--- config.mk ---
export PLATFORM = sky130hd
export DESIGN_NAME = jtframe_z80_romcache
export DESIGN_NICKNAME = d
export VERILOG_FILES = /design/src/rtl/jtframe_z80_romcache.sv
export SDC_FILE = /design/constraint.sdc
export NUM_CORES = 1
export LEC_CHECK = 0
export CAP_MARGIN = 20
export CORE_UTILIZATION = 45
export CTS_CLUSTER_DIAMETER = 150
export CTS_CLUSTER_SIZE = 40
export DETAILED_ROUTE_END_ITERATION = 12
export PLACE_DENSITY = 0.68
export RECOVER_POWER = 50
export SLEW_MARGIN = 10
export SYNTH_ARGS = -nofsm -noshare
export SYNTH_HDL_FRONTEND = slang
export SYNTH_SLANG_ARGS = --single-unit
--- constraint.sdc ---
create_clock -name clk -period 3 [get_ports clk]
set_input_delay 0.75 -clock clk [delete_from_list [all_inputs] [get_ports clk]]
set_output_delay 0.75 -clock clk [all_outputs]
set_load 0.03 [all_outputs]
--- src/rtl/jtframe_z80_romcache.sv ---
// Two-entry fully associative ROM read cache between the CPU ROM decode and one SDRAM read slot.
// Hits answer combinationally; misses fetch a 32-bit line and hold ok low until it lands.
module jtframe_z80_romcache #(
    parameter int unsigned AW = 16,
    parameter int unsigned DW = 8,
    localparam int unsigned OB = (DW == 8) ? 2 : 1,
    localparam int unsigned TW = AW - OB
) (
    input  logic          clk,
    input  logic          rst_n,
    input  logic          cs,
    input  logic [AW-1:0] addr,
    output logic [DW-1:0] dout,
    output logic          ok,
    input  logic          clr,
    output logic [TW-1:0] sdram_addr,
    output logic          sdram_req,
    input  logic          sdram_ack,
    input  logic          data_rdy,
    input  logic [31:0]   sdram_data
);

    typedef enum logic [1:0] {StIdle, StReq, StWait} state_e;

    state_e        r_state, w_state_nx;
    logic [1:0]    r_valid;
    logic [TW-1:0] r_tag [2];
    logic [31:0]   r_data [2];
    logic          r_lru;
    logic          r_discard, w_discard_nx;
    logic          r_sdram_req, w_req_nx;
    logic [TW-1:0] r_sdram_addr, w_addr_nx;

    logic [TW-1:0] w_tag;
    logic [OB-1:0] w_off;
    logic          w_hit0, w_hit1, w_hit;
    logic [31:0]   w_line;
    logic          w_done, w_fill;

    assign w_tag  = addr[AW-1:OB];
    assign w_off  = addr[OB-1:0];
    assign w_hit0 = r_valid[0] && (r_tag[0] == w_tag);
    assign w_hit1 = r_valid[1] && (r_tag[1] == w_tag);
    assign w_hit  = w_hit0 || w_hit1;
    assign ok     = cs && w_hit && !clr;

    assign sdram_req  = r_sdram_req;
    assign sdram_addr = r_sdram_addr;

    always_comb begin
        w_line = 32'd0;
        if (w_hit0) begin
            w_line = r_data[0];
        end else if (w_hit1) begin
            w_line = r_data[1];
        end
        dout = '0;
        for (int i = 0; i < 32 / DW; i++) begin
            if (w_off == i[OB-1:0]) begin
                dout = w_line[i*DW +: DW];
            end
        end
    end

    always_comb begin
        w_state_nx = r_state;
        w_req_nx   = r_sdram_req;
        w_addr_nx  = r_sdram_addr;
        w_done     = 1'b0;
        unique case (r_state)
            StIdle: begin
                if (cs && !w_hit && !clr) begin
                    w_state_nx = StReq;
                    w_req_nx   = 1'b1;
                    w_addr_nx  = w_tag;
                end
            end
            StReq: begin
                if (sdram_ack) begin
                    w_req_nx = 1'b0;
                    if (data_rdy) begin
                        w_state_nx = StIdle;
                        w_done     = 1'b1;
                    end else begin
                        w_state_nx = StWait;
                    end
                end
            end
            StWait: begin
                if (data_rdy) begin
                    w_state_nx = StIdle;
                    w_done     = 1'b1;
                end
            end
            default: w_state_nx = StIdle;
        endcase
        // A clr anywhere during the fill poisons the returning line
        w_fill       = w_done && !r_discard && !clr;
        w_discard_nx = r_discard;
        if (w_done) begin
            w_discard_nx = 1'b0;
        end else if (clr && (r_state != StIdle)) begin
            w_discard_nx = 1'b1;
        end
    end

    always_ff @(posedge clk or negedge rst_n) begin
        if (!rst_n) begin
            r_state      <= StIdle;
            r_sdram_req  <= 1'b0;
            r_sdram_addr <= '0;
            r_discard    <= 1'b0;
        end else begin
            r_state      <= w_state_nx;
            r_sdram_req  <= w_req_nx;
            r_sdram_addr <= w_addr_nx;
            r_discard    <= w_discard_nx;
        end
    end

    always_ff @(posedge clk or negedge rst_n) begin
        if (!rst_n) begin
            r_valid  <= 2'b00;
            r_lru    <= 1'b0;
            r_tag[0] <= '0;
            r_tag[1] <= '0;
            r_data[0] <= 32'd0;
            r_data[1] <= 32'd0;
        end else if (clr) begin
            r_valid <= 2'b00;
            r_lru   <= 1'b0;
        end else if (w_fill) begin
            r_valid[r_lru] <= 1'b1;
            r_tag[r_lru]   <= r_sdram_addr;
            r_data[r_lru]  <= sdram_data;
            r_lru          <= ~r_lru;
        end else if (ok) begin
            r_lru <= w_hit0;
        end
    end

endmodule

== Yosys cells after proc, flatten, opt, wreduce, memory -nomap -nowiden ==
Cells that the tools add are included.
Storage, ports and cells
  word-level logic and storage cells: 86
  bits in registers: 113
  bits of input ports: 54
Operators by class
  eq/ne operators: 10
  reductions and logical operators: 26
  magnitude comparators: 4
  mux-type cells: 32
  bitwise gates (word level): 4
Operators with widths (count)
  $mux W32: 3
  $bwmux W64: 1
  $demux W32 S1: 1
  $mux W8: 4
  $bwmux W28: 1
  $eq A14 B14 Y1: 2
  $demux W14 S1: 1
  $mux W14: 1
  $mux W2: 6
  $logic_and A1 B1 Y1: 11
  $mux W1: 10
  $reduce_bool A2 Y1: 4
  $eq A2 B2 Y1 const B: 3
  $ne A2 B2 Y1 const B: 3
  $pmux W2 S3: 1
  $reduce_and A3 Y1: 2
  $eq A2 B1 Y1 const B: 2
  $logic_not A2 Y1: 2
  $pmux W1 S2: 2
  $reduce_and A2 Y1: 2
  $logic_not A1 Y1: 3
  $reduce_bool A3 Y1: 1
  $ge A2 B2 Y1 const B: 1
  $lt A1 B2 Y1 const B: 1
  other kinds (7): 8

== Logic depth before layout (Yosys ltp) ==
Gate-level depths: netlist (run 1).
  depth after elaboration: 8
  mapped depth: 9

== Worst setup path after synthesis (run 1) ==
Ideal clock, no wire load.
  path kind: in2out
  start point: input addr[15]
  end point: output dout[5]
  stages on the path: 7
  data required time: 2.250 ns
  path slack: -0.402 ns
  data arrival time: 2.652 ns
  cells stage by stage: xnor2_1 > nand4_1 > nor4_2 > buf_2 > a21oi_1 > a21o_1 > a211oi_1
Between the ends
  longest elaborated chain between the ends: 8
  elaborated cells on any way between the ends: 10
Ends and longest elaborated chain
  from (decl): RTL line 12  | input logic [AW-1:0] addr,
  $eq A14 B14 Y1: RTL line 43  | assign w_hit1 = r_valid[1] && (r_tag[1] == w_tag);
  $logic_and A1 B1 Y1: RTL line 43
  $mux W32: RTL line 54  | end else if (w_hit1) begin
  $mux W32 *: RTL line 52  | if (w_hit0) begin
  $mux W8 (3 in a row): RTL line 59  | if (w_off == i[OB-1:0]) begin
  $mux W8 *: RTL line 59
  to (decl): RTL line 13  | output logic [DW-1:0] dout,
Mark *: on every way between the ends. The rest lies on a longest branch, timed or not.

== Worst setup path in the final report (run 1) ==
  start point: input addr[12]
  end point: output dout[2]
Same word-level chain as after synthesis.

==> results_dict.tcl, run 1 <==
set metrics [dict create \
    filler_cell_count 821 \
    detail_route.first_pass.iterations 8 \
    io-pin-count 78 \
    critical_path.max_stage_delay_ns 0.29 \
    synth_edf_count 0 \
    port-buffer-count 77 \
    startpoint_kind_of_the_worst_setup_timing_path "input pin" \
    route.vias.total 3891 \
    failed_checks "DRC, capacitance limit, slew limit, setup timing" \
    synthDistinctLibCells 48 \
    final_antenna_net_count 0 \
    fp.dieArea_mm2 0.0124 \
    fin_crit_ns 3.40 \
    post-route-util_pct 69.5 \
    max_cap_violations 1 \
    largest_net_degree_at_the_start_of_global_routing 72 \
    placed_cells_incl_taps 652 \
    starting_utilization_of_the_core_area_pct 46.7 \
    signed_area_change_from_the_synthesized_netlist_to_the_final_layout_pct 48.7 \
    critical_path_class "input pin to output port" \
    cts.root.buffer_cell "sky130_fd_sc_hd__clkbuf_16" \
    min_path_type "flip-flop to flip-flop" \
    final_max_slew_viol_count 44 \
    timing.reg2reg.setup_slack_ns 0.41 \
    grt.total_usage_pct 23.4 \
    synth_seq_cells 113 \
    run_status "complete, but fails checks" \
    detailedPlacementHpwl_um 8730 \
    grt-ovfl-total 0 \
    gp_routability_congestion 0.793 \
    drc_errors 6 \
    worst_path_dominant_cell_family "buffers and inverters" \
    num_antenna_cells 0 \
    std_cell_rows 39 \
    critical_path.startpoint "addr[12]" \
    wire_per_inst_um 19.2 \
    cts_hold_buf 0 \
    timing.final.setup_violations 9 \
    cp-endpoint "dout[2]" \
    synth-main-ff-cell "sky130_fd_sc_hd__dfrtp_1" \
    worst_ep_arrival_time_ns 2.65 \
    clock_tree.buffer_depth 2 \
    final_nets 607 \
    rsz0062_at_grt "true" \
    cts.clk_slew.worst_paths_ns 0.05 \
    timing.critical_path.buf_inv 6 \
    die_height_um 111 \
    instance_count_of_the_mapped_netlist 405 \
    max_slew_margin_pct -56.8 \
    worstPathCellList "buf_4 -> xnor2_4 -> nand3_2 -> buf_6 -> nor4_4 -> buf_4 -> buf_12 -> buf_12 -> and3_4 -> a221oi_2 -> a22oi_2 -> buf_6" \
    number_of_violations_reported_at_the_end_of_detailed_routing_iteration_0 203 \
    fp.coreArea_mm2 0.0115 \
    setup.worst_path.end_class "output port" \
    slowest_stage "sky130_fd_sc_hd__nor4_4" \
    rr_worst_depth 11 \
    required_time_worst_endpoint_ns 2.25 \
    post-route-period-util_pct 113 \
    p_leak_nw 3.69 \
    seq_area_frac_synth_pct 52.5 \
    die-width_um 111 \
    wirelength_um 13500 \
    layoutNonFillerInstCount 706 \
    clk-insertion-delay-late_ns 0.42 \
    final_layout_size_suffix_gt1_share_pct 53.5 \
    synthesis.nets 462 \
    grt_pass1_vias 4249 \
    cp_max_fo 6 \
    final.setup_skew_ns 0.00752 \
    power_density_mw_per_mm2 783 \
    total_power_w 0.00627 \
    final_cell_area_mm2 0.00801 \
    route.detailed.vias_per_inst 5.51 \
    mappedNetlistArea_mm2 0.00538 \
    worst_slew_pin_slew_ns 2.35 \
    synth.avg_cell_area_um2 13.3 \
    r2r-end "sdram_addr[6]" \
    cts-buffers-inserted 17 \
    dpl_cell_area_mm2 0.00693 \
    first_pass_grt_wire_length_um 22100 \
    antenna_found_initial 0 \
    rr_startpoint "r_tag[27]" \
    layout_setup_ws_ns -0.401 \
    cts.sinks 113 \
    yosysWarnings 0 \
    hold_viol_final 0 \
    max_freq_ghz 0.294 \
    synth_async_sr_flop_share_pct 100 \
    maximum_level_of_the_cts_h_tree 4 \
    cp.depth 12 \
    peakVddDrop_v 0.000562 \
    dp_worst_setup_slack_ns -0.860 \
    cts_tree "built" \
]
==> report_power, final <==
group / switching (W) / internal (W) / total (W) / leakage (nW)
combinational: 0.000790 / 0.00113 / 0.00192 / 1.90
sequential: 0.000394 / 0.00195 / 0.00235 / 1.51
clock: 0.000711 / 0.00129 / 0.00200 / 0.285
==> timing repair <==
action	CTS	global route
hold endpoints to repair	0	0
setup buffers	13	9
setup endpoints to repair	9	9
gates cloned	1	0
pin swaps	38	22
resized for setup	119	33
==> metrics by stage <==
step                      hold slack, ns  setup TNS (ns)
after floorplan                    0.454         -0.0704
after global placement             0.479           -8.70
after detailed placement           0.487           -9.45
after CTS                          0.339           -2.65
after global routing               0.520           -7.73
final                              0.501           -2.47
==> cell usage in the layout, fill, tap and decap left out, types with 5 or more instances in the layout <==
cell type	netlist	final
sky130_fd_sc_hd__o21ai_0	9	6
sky130_fd_sc_hd__mux2_2	94	94
sky130_fd_sc_hd__dfrtp_1	113	108
sky130_fd_sc_hd__nand4_1	8	8
sky130_fd_sc_hd__mux4_2	5	5
sky130_fd_sc_hd__clkinv_2	0	6
sky130_fd_sc_hd__dfrtp_2	0	5
sky130_fd_sc_hd__a21oi_2	0	6
sky130_fd_sc_hd__a22o_1	6	6
sky130_fd_sc_hd__clkbuf_16	0	18
sky130_fd_sc_hd__inv_1	10	10
sky130_fd_sc_hd__buf_4	0	53
sky130_fd_sc_hd__clkdlybuf4s50_1	0	52
sky130_fd_sc_hd__buf_2	7	6
sky130_fd_sc_hd__buf_6	1	25
sky130_fd_sc_hd__a21oi_1	15	8
sky130_fd_sc_hd__buf_12	1	7
sky130_fd_sc_hd__xnor2_4	0	12
sky130_fd_sc_hd__mux2_4	10	10
sky130_fd_sc_hd__nand2_1	14	14
sky130_fd_sc_hd__xnor2_2	0	13
==> layer usage <==
metal	track usage [%]	vias to the layer above	part of all wire, %
met3	5.12	22	3.8
met5	0	-	0
met1	30.4	2002	44
met2	38.0	89	50
met4	10.1	0	2.0
li1	-	1778	-
==> synthesized netlist by cell type, types with 4 or more instances <==
cell type	number	share of area, %
sky130_fd_sc_hd__buf_2	7	0.65
sky130_fd_sc_hd__a22o_1	6	0.98
sky130_fd_sc_hd__a21oi_1	15	1.4
sky130_fd_sc_hd__mux2_4	10	2.8
sky130_fd_sc_hd__mux2_2	94	20
sky130_fd_sc_hd__xnor2_1	28	4.6
sky130_fd_sc_hd__inv_1	10	0.70
sky130_fd_sc_hd__a21o_1	4	0.56
sky130_fd_sc_hd__nand2_1	14	0.98
sky130_fd_sc_hd__nand3_1	4	0.37
sky130_fd_sc_hd__mux4_2	5	2.1
sky130_fd_sc_hd__and4_1	4	0.65
sky130_fd_sc_hd__o21ai_0	9	0.84
sky130_fd_sc_hd__nand4_1	8	0.93
sky130_fd_sc_hd__nor2_1	4	0.28
sky130_fd_sc_hd__clkbuf_1	12	0.84
sky130_fd_sc_hd__dfrtp_1	113	53
sky130_fd_sc_hd__nand2b_1	4	0.46
==> worst min-delay path by stage <==
stage                    start         end  slack (ns)  cells past startpoint
finish               r_data[4]   r_data[4]        0.50                      1
global route        r_data[32]  r_data[32]        0.52                      1
CTS                      rst_n   r_tag[17]        0.34                      1
detailed placement  r_data[34]  r_data[34]        0.49                      1
global placement     r_discard   r_discard        0.48                      2
floorplan                rst_n   r_data[0]        0.45                      0
==> registers in the layout, summed over array words and instances, names as in the netlist <==
signal / flops
sdram_addr: 14
r_discard: 1
r_tag: 28
r_state: 2
sdram_req: 1
r_data: 64
r_valid: 2
r_lru: 1
==> layout make-up <==
cell class                 count  area, um^2  share of cell area, %
clock buffer                  17         425                   5.31
timing repair buffer         147        1410                   17.6
clock inverter                15         168                   2.09
inverter                      10        37.5                  0.469
multi-input combinational    261        2950                   36.8
sequential                   113        2830                   35.4
tap                          143         179                   2.23
==> cell families after synthesis <==
group,after synthesis,synth area share (%)
AOI/OAI and AO/OA,52,6.44
xor gates and xnor gates,28,4.56
adders and majority gates,3,0.697
buffers and inverters,31,2.77
DFF,113,52.5
muxes,110,24.7
and+or+nand+nor,68,8.28
(Power assumes the default switching activity.)
==> run 2, diff against run 1 <==
--- a/config.mk
+++ b/config.mk
@@ -10,6 +10,7 @@
 export CTS_CLUSTER_DIAMETER = 150
 export CTS_CLUSTER_SIZE = 40
 export DETAILED_ROUTE_END_ITERATION = 12
+export HOLD_SLACK_MARGIN = 0.05
 export PLACE_DENSITY = 0.68
 export RECOVER_POWER = 50
 export SLEW_MARGIN = 10
==> results of run 2 <==
The final DEF is identical to that of run 1; final timing and power are the same.
